`config.mk`:
```
export PLATFORM = sky130hd
export DESIGN_NAME = maxpool2x2_stream
export DESIGN_NICKNAME = d
export VERILOG_FILES = /design/src/rtl/maxpool2x2_stream.sv
export SDC_FILE = /design/constraint.sdc
export NUM_CORES = 1
export LEC_CHECK = 0
export BUFFER_PORTS_ARGS = -buffer_cell sky130_fd_sc_hd__buf_4
export CAP_MARGIN = 20
export CORE_ASPECT_RATIO = 0.5
export CORE_UTILIZATION = 30
export CTS_CLUSTER_DIAMETER = 40
export DETAILED_ROUTE_END_ITERATION = 12
export GPL_ROUTABILITY_DRIVEN = 0
export PLACE_DENSITY = 0.55
export SYNTH_ARGS = -nofsm -noshare
export SYNTH_HDL_FRONTEND = slang
export SYNTH_SLANG_ARGS = --single-unit
```
`constraint.sdc`:
```
create_clock -name clk -period 6.8 [get_ports clk]
set_input_delay 0.68 -clock clk [delete_from_list [all_inputs] [get_ports clk]]
set_output_delay 0.68 -clock clk [all_outputs]
set_load 0.03 [all_outputs]
```
`src/rtl/maxpool2x2_stream.sv`:
```
// Streaming 2x2 stride-2 max-pool over a W x H raster of unsigned N-bit activations.
// Optional frame_done output is enabled by defining MAXPOOL_FRAME_DONE_EN.
module maxpool2x2_stream #(
   parameter int unsigned N = 14,
   parameter int unsigned W = 26,
   parameter int unsigned H = 26
) (
   input  logic         clk,
   input  logic         rst,
   input  logic         flush,
   input  logic [N-1:0] din,
   input  logic         din_valid,
   output logic [N-1:0] dout,
   output logic         dout_valid
`ifdef MAXPOOL_FRAME_DONE_EN
   ,
   output logic         frame_done
`endif
);

   localparam int unsigned CW = $clog2(W);
   localparam int unsigned RW = $clog2(H);
   localparam int unsigned LW = (CW > 1) ? CW - 1 : 1;
   localparam int unsigned LD = 1 << LW;

   logic [CW-1:0] r_col;
   logic [RW-1:0] r_row;
   logic [N-1:0]  r_hhold;
   logic [N-1:0]  r_dout;
   logic          r_dout_valid;
   logic [N-1:0]  r_lb [LD];
`ifdef MAXPOOL_FRAME_DONE_EN
   logic          r_frame_done;
`endif

   logic          w_col_last;
   logic          w_row_last;
   logic [LW-1:0] w_lb_idx;
   logic [N-1:0]  w_hmax;
   logic [N-1:0]  w_lb_rd;
   logic [N-1:0]  w_vmax;
   logic          w_lb_we;

   always_comb begin
      w_col_last = (r_col == CW'(W - 1));
      w_row_last = (r_row == RW'(H - 1));
      w_lb_idx   = LW'(r_col >> 1);
      w_hmax     = (din > r_hhold) ? din : r_hhold;
      w_lb_rd    = r_lb[w_lb_idx];
      w_vmax     = (w_hmax > w_lb_rd) ? w_hmax : w_lb_rd;
      // Even rows park horizontal maxima; the following odd row consumes them.
      w_lb_we    = din_valid & ~flush & r_col[0] & ~r_row[0];
   end

   always_ff @(posedge clk or posedge rst) begin
      if (rst) begin
         r_col        <= '0;
         r_row        <= '0;
         r_hhold      <= '0;
         r_dout       <= '0;
         r_dout_valid <= 1'b0;
`ifdef MAXPOOL_FRAME_DONE_EN
         r_frame_done <= 1'b0;
`endif
      end else if (flush) begin
         r_col        <= '0;
         r_row        <= '0;
         r_hhold      <= '0;
         r_dout_valid <= 1'b0;
`ifdef MAXPOOL_FRAME_DONE_EN
         r_frame_done <= 1'b0;
`endif
      end else begin
         r_dout_valid <= 1'b0;
`ifdef MAXPOOL_FRAME_DONE_EN
         r_frame_done <= 1'b0;
`endif
         if (din_valid) begin
            if (!r_col[0]) begin
               r_hhold <= din;
            end
            if (r_col[0] && r_row[0]) begin
               r_dout       <= w_vmax;
               r_dout_valid <= 1'b1;
`ifdef MAXPOOL_FRAME_DONE_EN
               r_frame_done <= w_col_last & w_row_last;
`endif
            end
            if (w_col_last) begin
               r_col <= '0;
               r_row <= w_row_last ? '0 : r_row + RW'(1);
            end else begin
               r_col <= r_col + CW'(1);
            end
         end
      end
   end

   // Line buffer carries no reset; every entry is written before it is read.
   always_ff @(posedge clk) begin
      if (w_lb_we) begin
         r_lb[w_lb_idx] <= w_hmax;
      end
   end

   assign dout       = r_dout;
   assign dout_valid = r_dout_valid;
`ifdef MAXPOOL_FRAME_DONE_EN
   assign frame_done = r_frame_done;
`endif

endmodule

```
# ---- Word level (Yosys, flattened, before mapping)
# Memories as Yosys holds them, arrays and structs flattened.
# Cells that the tools add are included.
dict set report totals {
  reg_bits 39
  wordCells 41
  ram_bits 224
  romBits 0
  n_memories 1
  inputBits 18
  latchBits 0
  output_inout_bits 15
}
dict set report classes {
  mux 17
  bitwise 5
  mul 0
  n_lt_le_gt_ge 2
  div_mod_pow 0
  eq_ne 3
  n_reduce_logical 6
  n_addsub 2
  n_shift 0
}
# name words width rd rd_clocked_by_memory_dff wr line_no
set memory_table {}
lappend memory_table {r_lb 16 14 1 0 1 31} ;# logic [N-1:0] r_lb [LD];
# cell n
set ops {}
lappend ops {{14-bit 2-to-1 mux} 5}
lappend ops {{5-bit 2-to-1 mux} 7}
lappend ops {{14-bit > comparator} 2}
lappend ops {{5-bit by 1-bit adder with 5-bit output (second input constant)} 2}
lappend ops {{5-bit equality test (second input constant)} 2}
lappend ops {{1-bit 2-to-1 mux} 5}
lappend ops {{2-bit AND reduction} 2}
lappend ops {{2-bit nonzero test} 2}
lappend ops {{1-bit bitwise AND} 3}
lappend ops {{3-bit AND reduction} 1}
lappend ops {{2-bit != test (second input constant)} 1}
lappend ops {{1-bit NOT} 2}
lappend ops {{1-bit logical AND} 1}

# ---- Longest topological paths before layout
dict set report depth {
  depth_word 6
  ltp_mapped 18
  depth_no_buf 15
}

# ---- Worst setup path after synthesis
# No wires, ideal clock.
dict set report synth_timing {
  path_type {input -> register}
  from {input din[13]}
  to {register r_dout[1], in the netlist dout[1]}
  required_ns 6.670
  n_path_buf 3
  setup_slack_ns 2.588
  stages 17
  setup_ns 0.130
  arrival_time_ns 4.081
  path_cell_list {ha_1 -> nand2_1 -> nor4_4 -> o31ai_1 -> a22oi_2 -> buf_6 -> mux2i_1 -> inv_1 -> ha_1 -> and3_1 -> o21ai_1 -> a311oi_2 -> o41ai_4 -> or2_1 -> buf_2 -> buf_6 -> o211ai_1}
}
dict set report synth_between {
  elab_chain_len 4
}
# element line_no
set synth_lines {}
lappend synth_lines {{from (decl)} 11} ;# input logic [N-1:0] din,
lappend synth_lines {{14-bit > comparator} 48} ;# w_hmax = (din > r_hhold) ? din : r_hhold;
lappend synth_lines {{14-bit 2-to-1 mux} 48}
lappend synth_lines {{named net w_hmax[4]} 39} ;# logic [N-1:0] w_hmax;
lappend synth_lines {{14-bit > comparator} 50} ;# w_vmax = (w_hmax > w_lb_rd) ? w_hmax : w_lb_rd;
lappend synth_lines {{14-bit 2-to-1 mux} 50}
lappend synth_lines {{to (signal assigned)} 83} ;# r_dout <= w_vmax;
lappend synth_lines {{to (decl)} 29} ;# logic [N-1:0] r_dout;
# The timed path passes the listed nets, and every way through them passes these cells.
# A chain may end at the register's enable or synchronous reset.

# ---- Final worst setup path
dict set report layout_timing {
  from {register r_hhold[13]}
  to {register r_dout[5], in the netlist dout[5]}
}
dict set report layout_between {
  elab_chain_len 4
}
# element line_no
set layout_lines {}
lappend layout_lines {{from (decl)} 28} ;# logic [N-1:0] r_hhold;
lappend layout_lines {{from (signal assigned)} 80} ;# r_hhold <= din;
lappend layout_lines {{14-bit > comparator} 48}
lappend layout_lines {{14-bit 2-to-1 mux} 48}
lappend layout_lines {{named net w_hmax[11]} 39}
lappend layout_lines {{14-bit > comparator} 50}
lappend layout_lines {{14-bit 2-to-1 mux} 50}
# The timed path passes the listed nets, and every way through them passes these cells.

==> summary.txt <==
Clock tree
  • Total CTS buffers: 31
  • CTS tree: built
  • Clock latency on the worst-skew pair: 0.58 ns
  • Post-CTS Setup Bufs: 0
  • Root buf cell: clkbuf_16
  • CTS sink count: 263
  • H-tree depth: 1
  • CTS clk-pin slew, worst paths: 0.06 ns
  • Max Root-Sink Buffers: 3
  • Hold buffers post-CTS: 0
  • Post_cts resized: 0

Floorplanning
  • Io pins: 33
  • Die width: 276.7 µm
  • Starting density of the core: 30.97%
  • Standard-cell rows: 49
  • Die Area: 38550 µm²
  • Total core area: 36540 µm²
  • Die height: 139.3 µm

Routing
  • DRC viols: 0
  • Vias per cell: 5.009
  • Routed WL: 26600 µm
  • WL/cell: 21.80 µm
  • Antenna viol nets, final: 0
  • Via count: 6111
  • Iter 0 DRT Violations: 401
  • Pre-antenna DRT Iters: 4

Synth
  • Top FF cell, synth: edfxtp_1
  • Ys async rst share: 14.83%
  • Share of the synthesized area in the top cell type: 59.44%
  • Post-Synthesis Cells: 656
  • Count leader, synth: edfxtp_1
  • Synth Net Count: 706
  • Syn. warnings: 0
  • Cell taking the most area after synthesis: edfxtp_1
  • Flops & latches, synth: 263
  • Commonest cells post-synth: edfxtp_1 (224), nand2_1 (58), mux4_2 (51)
  • Post-synth EDFFs: 224
  • Synth unique cells: 39
  • Seq/Total Area, Yosys: 68.07%
  • Mapped Avg Cell Area: 17.25 µm²
  • Synth area leaders: edfxtp_1 (59%), mux4_2 (10%), dfrtp_1 (8.6%)
  • Mapped Area: 11320 µm²

Run
  • Max cap viols: 0

Cells and area
  • Nets: 762
  • Number of diodes: 0
  • Synth-to-layout area growth: 16.56%
  • Final core utilization: 36.10%
  • Layout cells sized above 1: 22.96%
  • Fin area: 13190 µm²

Critical path
  • Critical path fanouts, max: 17
  • CP peak stage delay: 0.79 ns
  • RR Startpoint: r_hhold[13]
  • Setup crit start: r_hhold[13]
  • CP Data Arrival Time: 5.49 ns
  • Family with the most delay on the worst path: compound AO/OA/AOI/OAI gates
  • CP bufs+invs: 3
  • Critical Path End: dout[5]
  • Worst setup EP type: register
  • WP data required: 7.23 ns
  • Nature of the critical path startpoint: register
  • WP depth: 15
  • Flop-to-flop setup slack: 1.73 ns
  • Slowest CP cell: o41ai_4
  • R2R depth: 15
  • Setup CP Type: register to register
  • Crit path cell chain: inv_1, ha_1, nand2_1, nor4_4, o31ai_1, a22oi_2, buf_4, mux2i_1, inv_1, ha_1, nand4_1, a311oi_2, o41ai_4, or2_1, o211ai_1
  • Reg2reg end: dout[5]

Hold path
  • HP Class: input port to asynchronous set/reset pin

Outcome
  • Status: completed

STA
  • Final Hold Viols: 0
  • Min Tclk post-route: 5.069 ns
  • Setup violators final: 0
  • Fin crit share: 74.54%
  • Fmax: 197.3 MHz
  • Max transition margin: 27.59%
  • Fin. max-slew vios: 0
  • Max Clock Skew: 0.02645 ns
  • TNS Setup: 0 ns
  • RSZ-0062 raised after global routing: no
  • Worst-Margin Slew: 1.086 ns

Power and ir drop
  • Static leakage: 4.615 nW
  • Worst VDD drop: 173.4 µV
  • PD cells: 296.0 nW/µm²

Place
  • IO buf count: 32
  • Post-DP Area: 12160 µm²
  • Post-DP HPWL: 17090 µm

Global routing
  • First-pass GRT wire length: 40110 µm
  • Initial antenna violation count: 0
  • Largest net degree at the start of global routing: 48
  • Vias in the first global route: 6174
  • GRT Resource Usage Total: 13.85%
  • Grt ovf: 0
==> final cells by class <==
type	count	area (µm²)
Tap cell	484	605.6
Clock inverter	25	250.2
Timing Repair Buffer	54	409.1
Sequential cell	263	7707
Inverter	48	180.2
Fill cell	3406	23350
Multi-Input combinational cell	314	3258
Clock buffer	32	779.5
==> per-stage QoR <==
stage	hold WS (ns)	std cells	worst slack [ns]	total power [mW]
4_1_cts	0.2523	1220	1.697	3.940
6_report	0.2418	1220	1.731	3.905
3_5_place_dp	0.4831	1163	1.310	2.299
2_1_floorplan	0.4471	656	2.588	2.145
3_3_place_gp	0.4639	1162	1.457	2.290
5_1_grt	0.2906	1220	1.278	4.034
==> cells by family (layout without fill, tap and decap cells) <==
logic type                 Yosys count  in the layout  share of synthesized area (%)
DFF                                263            263                          68.07
and+or+nand+nor                    128            128                          5.186
muxes                               85             85                          15.90
buffers and inverters               79            159                          3.339
AOI/OAI and AO/OA                   69             69                          3.969
adders and majority gates           32             32                          3.538
==> placed cells by master (no fill, tap or decap), types with 2 or more instances in the layout <==
cell type	synthesis	layout
o21ai_0	9	9
mux4_1	19	19
o211ai_1	13	13
inv_6	0	2
a21o_1	3	3
clkinvlp_4	0	5
inv_8	0	2
nand4_1	6	6
nor2b_1	4	4
nand3_1	21	21
a21oi_1	27	27
clkbuf_16	0	31
buf_4	0	53
clkinv_1	0	5
dfrtp_1	39	37
bufinv_16	0	2
o21ai_1	7	7
clkinv_4	0	6
ha_1	32	32
mux4_2	51	51
a31oi_1	2	2
nand2_1	58	58
edfxtp_1	224	224
inv_1	48	48
nand2b_1	4	4
nor3_2	0	4
o31ai_1	2	2
nor2_1	22	21
or3_1	2	2
mux2i_1	14	14
==> routing by layer <==
layer	vias up	routed length, µm	GRT usage (%)
met3	31	1506	2.451
met4	0	560	3.713
li1	2688	-	-
met2	175	12580	22.48
met1	3217	11950	19.22
met5	-	0	0
==> registers in the layout, indices dropped and copies added (netlist names) <==
name	count
r_lb	224
dout	14
r_hhold	14
r_col	5
r_row	5
dout_valid	1
==> worst min path at each step <==
stage                   from  endpoint  slack (ns)  cells after the start
floorplan           r_row[4]  r_row[4]        0.45                      1
global placement    r_row[4]  r_row[4]        0.46                      1
detailed placement  r_row[4]  r_row[4]        0.48                      1
CTS                      rst  r_col[0]        0.25                      3
global route             rst  r_row[2]        0.29                      3
finish                   rst  r_col[0]        0.24                      3
==> power breakdown <==
group	internal [mW]	switching (mW)	total [mW]	leakage, nW
Clock	0.932	0.711	1.64	0.486
Combinational	0.139	0.242	0.381	1.58
Sequential	1.83	0.0557	1.88	2.55
==> worst reg2reg max path, cell delays in order, from the launching register on <==
cell      delay (ns)
dfrtp_1         0.38
inv_1           0.05
ha_1            0.28
nand2_1         0.11
nor4_4          0.32
o31ai_1         0.12
a22oi_2         0.42
buf_4           0.31
mux2i_1         0.37
inv_1           0.37
ha_1            0.42
nand4_1         0.21
a311oi_2        0.09
o41ai_4         0.79
or2_1           0.52
o211ai_1        0.18
No activity file was read; power rests on OpenSTA's default activity.
